--- src/rtl/obi_master.sv ---
// obi_master -- controller-side OBI manager.
//
// Turns single-beat read/write commands into OBI A-channel transactions and
// hands the R-channel responses back to the controller through a one-entry
// response buffer. Up to MAX_OUTSTANDING granted transactions may be waiting
// for rvalid at once. Responses come back in issue order because OBI
// guarantees in-order responses, so no IDs are tracked.
//
// Ports:
//   clk_i, reset_ni         clock (rising edge), asynchronous active-low reset
//   cmd_valid_i/ready_o     command handshake
//   cmd_addr_i, cmd_we_i,
//   cmd_be_i, cmd_wdata_i   command payload
//   rsp_valid_o/ready_i     response handshake
//   rsp_rdata_o, rsp_err_o  response payload
//   obi_req_o, obi_gnt_i    OBI A-channel handshake
//   obi_addr_o, obi_we_o,
//   obi_be_o, obi_wdata_o   OBI A-channel payload (held stable while req)
//   obi_rvalid_i/rready_o,
//   obi_rdata_i, obi_err_i  OBI R channel
//   busy_o                  request pending, transactions in flight or
//                           response buffered
//   err_count_o             saturating count of accepted error responses
module obi_master #(
  parameter int ADDR_WIDTH      = 32,
  parameter int DATA_WIDTH      = 32,
  parameter int MAX_OUTSTANDING = 2
) (
  input  logic                    clk_i,
  input  logic                    reset_ni,

  input  logic                    cmd_valid_i,
  output logic                    cmd_ready_o,
  input  logic [ADDR_WIDTH-1:0]   cmd_addr_i,
  input  logic                    cmd_we_i,
  input  logic [DATA_WIDTH/8-1:0] cmd_be_i,
  input  logic [DATA_WIDTH-1:0]   cmd_wdata_i,

  output logic                    rsp_valid_o,
  input  logic                    rsp_ready_i,
  output logic [DATA_WIDTH-1:0]   rsp_rdata_o,
  output logic                    rsp_err_o,

  output logic                    obi_req_o,
  input  logic                    obi_gnt_i,
  output logic [ADDR_WIDTH-1:0]   obi_addr_o,
  output logic                    obi_we_o,
  output logic [DATA_WIDTH/8-1:0] obi_be_o,
  output logic [DATA_WIDTH-1:0]   obi_wdata_o,

  input  logic                    obi_rvalid_i,
  output logic                    obi_rready_o,
  input  logic [DATA_WIDTH-1:0]   obi_rdata_i,
  input  logic                    obi_err_i,

  output logic                    busy_o,
  output logic [15:0]             err_count_o
);

  localparam int BE_WIDTH  = DATA_WIDTH / 8;
  localparam int CNT_WIDTH = $clog2(MAX_OUTSTANDING + 1);
  localparam logic [CNT_WIDTH-1:0] CNT_MAX = CNT_WIDTH'(MAX_OUTSTANDING);

  typedef enum logic {
    IDLE,
    REQ
  } state_t;

  state_t                  state;
  logic [CNT_WIDTH-1:0]    outstanding;
  logic                    req_q;
  logic [ADDR_WIDTH-1:0]   addr_q;
  logic                    we_q;
  logic [BE_WIDTH-1:0]     be_q;
  logic [DATA_WIDTH-1:0]   wdata_q;

  logic                    rbuf_valid;
  logic [DATA_WIDTH-1:0]   rbuf_rdata;
  logic                    rbuf_err;
  logic [15:0]             err_count;

  logic cmd_fire;
  logic gnt_fire;
  logic r_fire;
  logic rsp_deq;

  // Handshake qualifiers; every one of these depends only on registers and
  // the current-cycle inputs, so none of the outputs below are glitchy
  // functions of each other.
  assign cmd_ready_o  = (state == IDLE) && (outstanding < CNT_MAX);
  assign cmd_fire     = cmd_valid_i && cmd_ready_o;
  assign gnt_fire     = (state == REQ) && obi_gnt_i;
  // A response may be taken only for a transaction we actually issued, and
  // only if the buffer is empty or is being drained this same cycle.
  assign obi_rready_o = (outstanding != '0) && (!rbuf_valid || rsp_ready_i);
  assign r_fire       = obi_rvalid_i && obi_rready_o;
  assign rsp_deq      = rbuf_valid && rsp_ready_i;

  // Request FSM, A-channel registers and the in-flight counter.
  // NOTE: all state below is updated with non-blocking assignments so every
  // register samples the pre-edge value of its neighbours; blocking '=' here
  // would make the result depend on statement order.
  always_ff @(posedge clk_i or negedge reset_ni) begin
    if (!reset_ni) begin
      state       <= IDLE;
      req_q       <= 1'b0;
      addr_q      <= '0;
      we_q        <= 1'b0;
      be_q        <= '0;
      wdata_q     <= '0;
      outstanding <= '0;
    end else begin
      unique case (state)
        IDLE: begin
          if (cmd_fire) begin
            // wdata is captured for reads as well; the slave ignores it.
            addr_q  <= cmd_addr_i;
            we_q    <= cmd_we_i;
            be_q    <= cmd_be_i;
            wdata_q <= cmd_wdata_i;
            req_q   <= 1'b1;
            state   <= REQ;
          end
        end
        REQ: begin
          // req is never withdrawn: wait for the grant however long it takes.
          if (obi_gnt_i) begin
            req_q <= 1'b0;
            state <= IDLE;
          end
        end
        default: begin
          req_q <= 1'b0;
          state <= IDLE;
        end
      endcase

      // A grant and a response in the same cycle cancel out.
      unique case ({gnt_fire, r_fire})
        2'b10:   outstanding <= outstanding + CNT_WIDTH'(1);
        2'b01:   outstanding <= outstanding - CNT_WIDTH'(1);
        default: outstanding <= outstanding;
      endcase
    end
  end

  // One-entry response buffer and error counter.
  // NOTE: the buffered payload is reset along with its valid bit so the
  // response outputs read zero after reset rather than stale data.
  always_ff @(posedge clk_i or negedge reset_ni) begin
    if (!reset_ni) begin
      rbuf_valid <= 1'b0;
      rbuf_rdata <= '0;
      rbuf_err   <= 1'b0;
      err_count  <= '0;
    end else begin
      if (r_fire) begin
        // Capture wins over dequeue: a drain and refill in the same cycle
        // leaves the buffer full with the new response.
        rbuf_valid <= 1'b1;
        rbuf_rdata <= obi_rdata_i;
        rbuf_err   <= obi_err_i;
        if (obi_err_i && (err_count != 16'hFFFF)) begin
          err_count <= err_count + 16'd1;
        end
      end else if (rsp_deq) begin
        rbuf_valid <= 1'b0;
      end
    end
  end

  assign obi_req_o   = req_q;
  assign obi_addr_o  = addr_q;
  assign obi_we_o    = we_q;
  assign obi_be_o    = be_q;
  assign obi_wdata_o = wdata_q;

  assign rsp_valid_o = rbuf_valid;
  assign rsp_rdata_o = rbuf_rdata;
  assign rsp_err_o   = rbuf_err;

  assign busy_o      = (state == REQ) || (outstanding != '0) || rbuf_valid;
  assign err_count_o = err_count;

endmodule

--- config.mk ---
export PLATFORM = sky130hd
export DESIGN_NAME = obi_master
export DESIGN_NICKNAME = d
export VERILOG_FILES = /design/src/rtl/obi_master.sv
export SDC_FILE = /design/constraint.sdc
export NUM_CORES = 1
export LEC_CHECK = 0
export CORE_UTILIZATION = 44
export DETAILED_ROUTE_END_ITERATION = 10
export PLACE_DENSITY = 0.86
export SLEW_MARGIN = 0
export SYNTH_ARGS = -nofsm -noshare
export SYNTH_HDL_FRONTEND = slang
export SYNTH_SLANG_ARGS = --single-unit
export TNS_END_PERCENT = 20
--- constraint.sdc ---
create_clock -name clk_i -period 4.3 [get_ports clk_i]
set_clock_uncertainty 0.05 [all_clocks]
set_input_delay 0.43 -clock clk_i [delete_from_list [all_inputs] [get_ports clk_i]]
set_output_delay 0.43 -clock clk_i [all_outputs]
set_load 0.1 [all_outputs]
==> results of run 1 <==
==> area by class of cell <==
| cell class | count | share of cell area (%) |
|---|---|---|
| Clock buffer | 24 | 6.10 |
| Clock inverter | 7 | 1.43 |
| Inverter | 3 | 0.143 |
| Multi-Input combinational cell | 176 | 21.4 |
| Sequential cell | 123 | 39.1 |
| Tap cell | 136 | 2.16 |
| Timing Repair Buffer | 234 | 29.6 |
==> cells by family (layout without fill, tap and decap cells) <==
family | Yosys count | in the layout | synth area share (%)
AOI/OAI and AO/OA | 14 | 14 | 2.07
xor gates and xnor gates | 14 | 14 | 2.53
buffers and inverters | 15 | 268 | 1.53
and+or+nand+nor | 41 | 41 | 5.30
muxes | 105 | 105 | 24.4
DFF | 123 | 123 | 63.6
adders and majority gates | 2 | 2 | 0.517
==> flip-flops by register name, summed over array words and instances (netlist names) <==
signal	count
rsp_valid_o	1
obi_wdata_o	32
rsp_err_o	1
obi_addr_o	32
rsp_rdata_o	32
obi_be_o	4
obi_req_o	1
outstanding	2
err_count_o	16
obi_we_o	1
state	1
==> repair_timing <==
action | 4_1_cts | 5_1_grt
hold buffers | 1 | 0
buffers inserted | 0 | 0
endpoints found under the hold margin | 59 | 0
resized for setup | 0 | 0
endpoints found under the setup margin | 0 | 0
==> routing by layer <==
layer	wire length [um]	GRT usage [%]
met1	4740	24.7
met2	6420	38.6
met3	909	7.66
met4	161	8.12
met5	0	0
==> layout by cell type (no fill, tap or decap), types with 4 or more instances in the layout <==
cell type	n
nand2_1	8
mux2_2	102
buf_4	4
clkdlybuf4s50_1	229
nand4_1	4
o211ai_1	4
nor2_1	6
xnor2_1	13
clkbuf_8	5
and2_1	5
clkbuf_16	16
dfrtp_1	123
==> path summary, 6_finish.rpt <==
kind	end	slack, ps	cells after the start
worst min-delay path	rsp_err_o	430	1
worst max register to register	obi_wdata_o[31]	1810	4
worst min register to register	rsp_err_o	430	1
min in group asynchronous	rsp_rdata_o[28]	500	2
worst max-delay path	obi_rready_o	1360	3
max in group asynchronous	obi_addr_o[20]	2660	3
==> metrics by stage <==
step	setup WS (ps)	cells	hold WS, ps	util [%]	cell area, um2
final	1360	703	434	74.9	7870
after global placement	1520	671	412	69.2	7270
after CTS	1340	703	438	74.9	7870
after detailed placement	1520	671	416	69.2	7270
after global routing	1280	703	458	74.9	7870
after floorplan	639	314	84.4	-	4840
==> worst max-delay path, stage by stage, from the launching register on <==
cell and delay [ps]:
dfrtp_1 410, nor2b_2 210, nor2_1 170, clkdlybuf4s50_1 1160
==> impl_metrics.tcl, run 1 <==
set metrics [dict create \
    status "finished, final reports clean" \
    first_iter_violations 105 \
    yosys-top-cells-area "dfrtp_1 (64%), mux2_2 (24%), xnor2_1 (2.4%)" \
    numPortBuffers 230 \
    crit_path_start_kind "register" \
    fin_tns_setup_ps 0 \
    syn-instance-count 314 \
    clk_latency_ps 500 \
    ys.flop_type "dfrtp_1" \
    clk_pin_slew_ps 60 \
    cts_tree "built" \
    grt_pass1_vias 3730 \
    dr_total_vias 3516 \
    dieArea_um2 11400 \
    cts_buffers 17 \
    yosys_warnings 0 \
    seq_area_um2 3080 \
    clock-sinks 123 \
    avgSynthCellArea_um2 15.4 \
    setup_viol 0 \
    synth.top_cell.area_share_pct 63.6 \
    path_class "register to primary output" \
    drv_slew 0 \
    synth.most_common_cell "dfrtp_1" \
    synth_nets 424 \
    synth-seq-cells 123 \
    async_flop_share_pct 100 \
    overflow 0 \
    cp.arrival_ps 2460 \
    globalplace.congestion 0.787 \
    rsz0062_at_grt "false" \
    hold_start "rsp_err_o" \
    drv_cap 0 \
    tightestPinTransition_ps 1030 \
    cts_buffer_depth 2 \
    drtPass1Iterations 4 \
    fillers 679 \
    yosysSeqAreaShare_pct 63.6 \
    grt_max_degree 62 \
    ant_nets 0 \
    rr_startpoint "outstanding[1]" \
    synth_area_um2 4840 \
    start_util_pct 46.0 \
    die_x_um 107 \
    synth_edf_count 0 \
    slew-limit-headroom_pct 31.1 \
    antenna_found_initial 0 \
    grt_pass1_wl_mm 18.9 \
    synth.distinct_cells 33 \
    clock-root-buffer "clkbuf_8" \
    ios 231 \
    critical_path.max_fanout 5 \
    fin_nets 665 \
    end_kind "primary output" \
    fmax_ghz 0.340 \
    via_per_inst 5.00 \
    areaGrowthSynthToFinish_pct 62.7 \
    multi_input_area_um2 1690 \
    period_needed_ps 2940 \
    dpl.hpwl_mm 8.91 \
    grt_usage_pct 22.0 \
    wirelength_mm 12.2 \
    drive_gt1_share_pct 25.0 \
    post-route-drc-count 0 \
    core_um2 10500 \
    crit_start "rsp_valid_o" \
    die_h_um 107 \
    rows 37 \
    finalCritPeriodShare_pct 68.4 \
    diodes 0 \
    cts.htree.levels 4 \
    cp.required_ps 3820 \
    synthTopCellsByCount "dfrtp_1 (123), mux2_2 (102), xnor2_1 (13)" \
    hold_path.class "register to register" \
    hold_viol_final 0 \
    wl_per_cell_um 17.4 \
    yosysTopAreaCell "dfrtp_1" \
]
Power of run 1 is not shown: default switching activity piles up to over one toggle a cycle in this logic, so the estimate is an artifact.
==> run 2: changes to the inputs <==
- CORE_UTILIZATION: 44 -> 37
- PLACE_DENSITY: 0.86 -> 0.77
- clock period: 4.3 -> 2.4 ns (I/O delays scaled with it)
==> impl_metrics.tcl, run 2 (synthesis gave the netlist of run 1 again) <==
set metrics [dict create \
    status "finished, final reports clean" \
    cts_buffer_depth 2 \
    globalplace.congestion 0.779 \
    fmax_ghz 0.518 \
    clk_pin_slew_ps 50 \
    ios 231 \
    grt_busiest_layer "met2" \
    cts_tree "built" \
    gr-usage-met2_pct 26.8 \
    die_x_um 116 \
    slew-limit-headroom_pct 66.9 \
    layout_common_cells "buf_4 (127), dfrtp_1 (120), clkdlybuf4s50_1 (106), mux2_2 (102), clkbuf_16 (17)" \
    drive_gt1_share_pct 48.6 \
    grt_usage_pct 16.9 \
    antenna_found_initial 0 \
    grt_use_met1_pct 20.9 \
    layout_commonest_cell "buf_4" \
    period_needed_ps 1930 \
    cp.arrival_ps 2160 \
    path_cells "ha_1 -> and4_1 -> nand4_2 -> o21ai_1 -> mux2_2" \
    drtPass1Iterations 4 \
    cp.required_ps 2630 \
    critical_path.max_fanout 8 \
    cp_num_buf_inv 0 \
    crit_path_start_kind "register" \
    crit_slowest_cell "and4_1" \
    path_class "register to register" \
    wl_per_cell_um 15.0 \
    rows 41 \
    grt_pass1_vias 3473 \
    post-route-util_pct 61.2 \
    post-route-drc-count 0 \
    dpl.hpwl_mm 8.23 \
    use_met3_pct 5.92 \
    grt_max_degree 66 \
    fin_nets 669 \
    ant_nets 0 \
    end_kind "register" \
    cts_buffers 17 \
    grt_pass1_wl_mm 17.4 \
    diodes 0 \
    setup_viol 0 \
    path_delay_family "simple AND/OR/NAND/NOR gates" \
    dr_total_vias 3473 \
    clock-sinks 123 \
    cts.htree.levels 4 \
    dieArea_um2 13500 \
    die_h_um 116 \
    post_cts_buffers 0 \
    core_um2 12700 \
    wirelength_mm 11.2 \
    rsz0062_at_grt "false" \
    clk_latency_ps 400 \
    drv_slew 0 \
    tightestPinTransition_ps 492 \
    start_util_pct 38.2 \
    via_per_inst 4.67 \
    ctsResizeCount 0 \
    hold_path.class "input port to async pin" \
    numPortBuffers 230 \
    drv_cap 0 \
    finalCritPeriodShare_pct 80.4 \
    cpPeakStageDelay_ps 420 \
    areaGrowthSynthToFinish_pct 60.3 \
    overflow 0 \
    clock-root-buffer "clkbuf_16" \
    hold_viol_final 0 \
    first_iter_violations 125 \
]
## run 2: timing repair
item / CTS / global route
hold endpoints to repair: 27 / 0
hold buffers: 1 / 0
endpoints found under the setup margin: 0 / 0
## run 2: final timing paths
| path | depth (start not counted) | slack [ps] | endpoint | startpoint |
|---|---|---|---|---|
| hold reg to reg | 1 | 430 | obi_req_o | obi_req_o |
| hold / removal | 2 | 260 | obi_addr_o[7] | reset_ni |
| setup / recovery | 5 | 470 | err_count_o[1] | err_count_o[0] |
| min in group clk_i | 2 | 400 | rsp_rdata_o[23] | obi_rdata_i[23] |
| max in group asynchronous | 3 | 1360 | rsp_rdata_o[15] | reset_ni |
| setup reg to reg | 5 | 470 | err_count_o[1] | err_count_o[0] |
## run 2: final cells by class
cell class,count,area (um2)
Inverter,3,11.3
Clock buffer,19,453
Timing Repair Buffer,238,2100
Fill cell,1006,4920
Clock inverter,13,190
Tap cell,172,215
Sequential cell,123,3080
Multi-Input combinational cell,176,1700
## run 2: worst register-to-register path, delay by kind of cell (launching register included)
kind	cells	cell delay [ps]
simple gates	2	590
fa+ha+maj	1	190
mux	1	360
flops	1	390
compound gates	1	230
## run 2: metrics by stage
step           hold WS [ps]  setup TNS [ps]  std cells  cell area, um2  worst slack [ps]
6_report                262               0        744            7750               469
5_1_grt                 290               0        744            7750               309
4_1_cts                 259               0        744            7750               460
3_5_place_dp            143               0        711            7100               392
3_3_place_gp            141               0        711            7100               417
2_1_floorplan          -106           -94.3        314            4850             -78.1
## run 2: layer usage
metal | wire, um | vias up | share of wire [%]
li1 | - | 1616 | -
met1 | 4550 | 1678 | 41
met2 | 5480 | 163 | 49
met3 | 963 | 16 | 8.6
met4 | 170 | 0 | 1.5
met5 | 0 | - | 0
Power of run 2 is left out for the same reason.
==> RTL change, RTL diff (settings of run 2) <==
The parameter `MAX_OUTSTANDING` goes from 2 to 4.
--- a/src/rtl/obi_master.sv
+++ b/src/rtl/obi_master.sv
@@ -24,7 +24,7 @@
 module obi_master #(
   parameter int ADDR_WIDTH      = 32,
   parameter int DATA_WIDTH      = 32,
-  parameter int MAX_OUTSTANDING = 2
+  parameter int MAX_OUTSTANDING = 4
 ) (
   input  logic                    clk_i,
   input  logic                    reset_ni,
Check against the original RTL: not equivalent (a bounded check fails within 10 cycles, from zero or initial values and one cycle with reset_ni low).
==> RTL change against run 2 <==
  * Non-clock buffer count fell by 1
  * Worst hold slack improved by 0.038 ns
  * Area after synthesis rose by 1.4%
  * Critical path depth rose by 5
  * Maximum frequency fell by 6.8%
  * Sequential cell count rose by 1
  * Final cell count fell by 0.27%
  * Final area fell by 0.37%
  * Worst setup slack got worse by 0.14 ns
  * Routed wire length rose by 3.6%
Power is not shown: default switching activity piles up to over one toggle a cycle in this logic, so the estimate is an artifact.
==> RTL change: results (changes against run 2) <==
status: "finished clean"
fillers: 1002  # -0.40%
cp_max_fo: 4  # -4
drc: 0  # unchanged
gp_congestion: 0.7778  # -0.12%
cts.htree.levels: 4  # unchanged
slowest_delay_ns: 0.42  # about the same
drtIter0Drc: 144  # +15%
synth_common_cells: "124 x dfrtp_1, 101 x mux2_2, 17 x xor2_1, 8 x buf_2, 8 x nor4_1"
routedWlPerCell_um: 15.59  # +3.9%
drive_above_1_share_pct: 48.42  # -0.18 points
track_usage_pct: 17.34  # +0.45 points
worstMarginPinSlew_ns: 0.4867  # -0.005567 ns
via_per_inst: 4.686  # +0.39%
grt_pass1_vias: 3525  # +1.5%
yosysSeqAreaShare_pct: 63.28  # -0.35 points
ys_warn_count: 0  # unchanged
layout.nets: 670  # +0.15%
syn-num-nets: 427  # +0.71%
report.final.slew_viol_count: 0  # unchanged
slowest_stage: "dfrtp_1"
dpl.hpwl_um: 8593  # +4.4%
grt_pass1_wl_um: 17570  # +1.1%
yosys-top-cells-area: "dfrtp_1 63%, mux2_2 23%, xor2_1 3.0%"
crit_arrival_ns: 2.31  # +0.15 ns
grt_max_degree: 71  # +7.6%
ys_types: 34  # +3.0%
synthFlopType: "dfrtp_1"
[RTL change: critical path: cells and delay by family (launching register included)]
family / cells / cell delay (ns)
and+or+nand+nor: 4 / 0.74
DFF: 1 / 0.42
adders and majority gates: 2 / 0.34
xor gates and xnor gates: 2 / 0.30
buffers and inverters: 2 / 0.10
[RTL change: path summary, 6_finish.rpt]
kind                       slack (ns)  cells after the start             from         endpoint
max                              0.33                     10   outstanding[0]   outstanding[2]
min                              0.30                      2         reset_ni   err_count_o[7]
max reg2reg                      0.33                     10   outstanding[0]   outstanding[2]
min reg2reg                      0.43                      1        obi_req_o        obi_req_o
max in group asynchronous        1.28                      3         reset_ni  rsp_rdata_o[13]
min in group clk_i               0.38                      2  obi_rdata_i[27]  rsp_rdata_o[27]
[RTL change: metrics by stage]
stage          util, %  cells  instance area [µm²]  setup TNS [ns]  worst slack [ns]
6_report         60.49    742                 7726               0            0.3294
5_1_grt          60.49    742                 7726               0            0.2131
4_1_cts          60.49    742                 7726               0            0.3184
3_5_place_dp     55.82    711                 7131               0            0.2109
3_3_place_gp     55.82    711                 7131               0            0.2464
2_1_floorplan        -    316                 4932        -0.07271          -0.06783
[RTL change: cell type report]
class	instances	area share (%)
flip-flops and latches	124	40.21
repair buffers	237	26.98
multi-input cells	173	22.15
clock buffers	23	6.445
well taps	172	2.785
clock inverters	7	1.134
inverters	6	0.2915
[RTL change: logic make-up (layout without fill, tap and decap cells)]
| group | count (synthesis) | after routing | share of synthesized area (%) |
|---|---|---|---|
| flops | 124 | 124 | 63.28 |
| fa+ha+maj | 3 | 3 | 0.9185 |
| mux | 103 | 103 | 23.63 |
| simple gates | 46 | 46 | 6.099 |
| buf+inv | 19 | 273 | 2.348 |
| compound gates | 3 | 3 | 0.5103 |
| xor+xnor | 18 | 18 | 3.215 |
[RTL change: routing by layer]
metal,global-route usage (%),vias to the layer above,wire (µm)
met5,0,-,0
met4,8.861,0,226
met3,6.540,19,907
met2,29.39,147,6021
met1,19.05,1711,4412
li1,-,1600,-
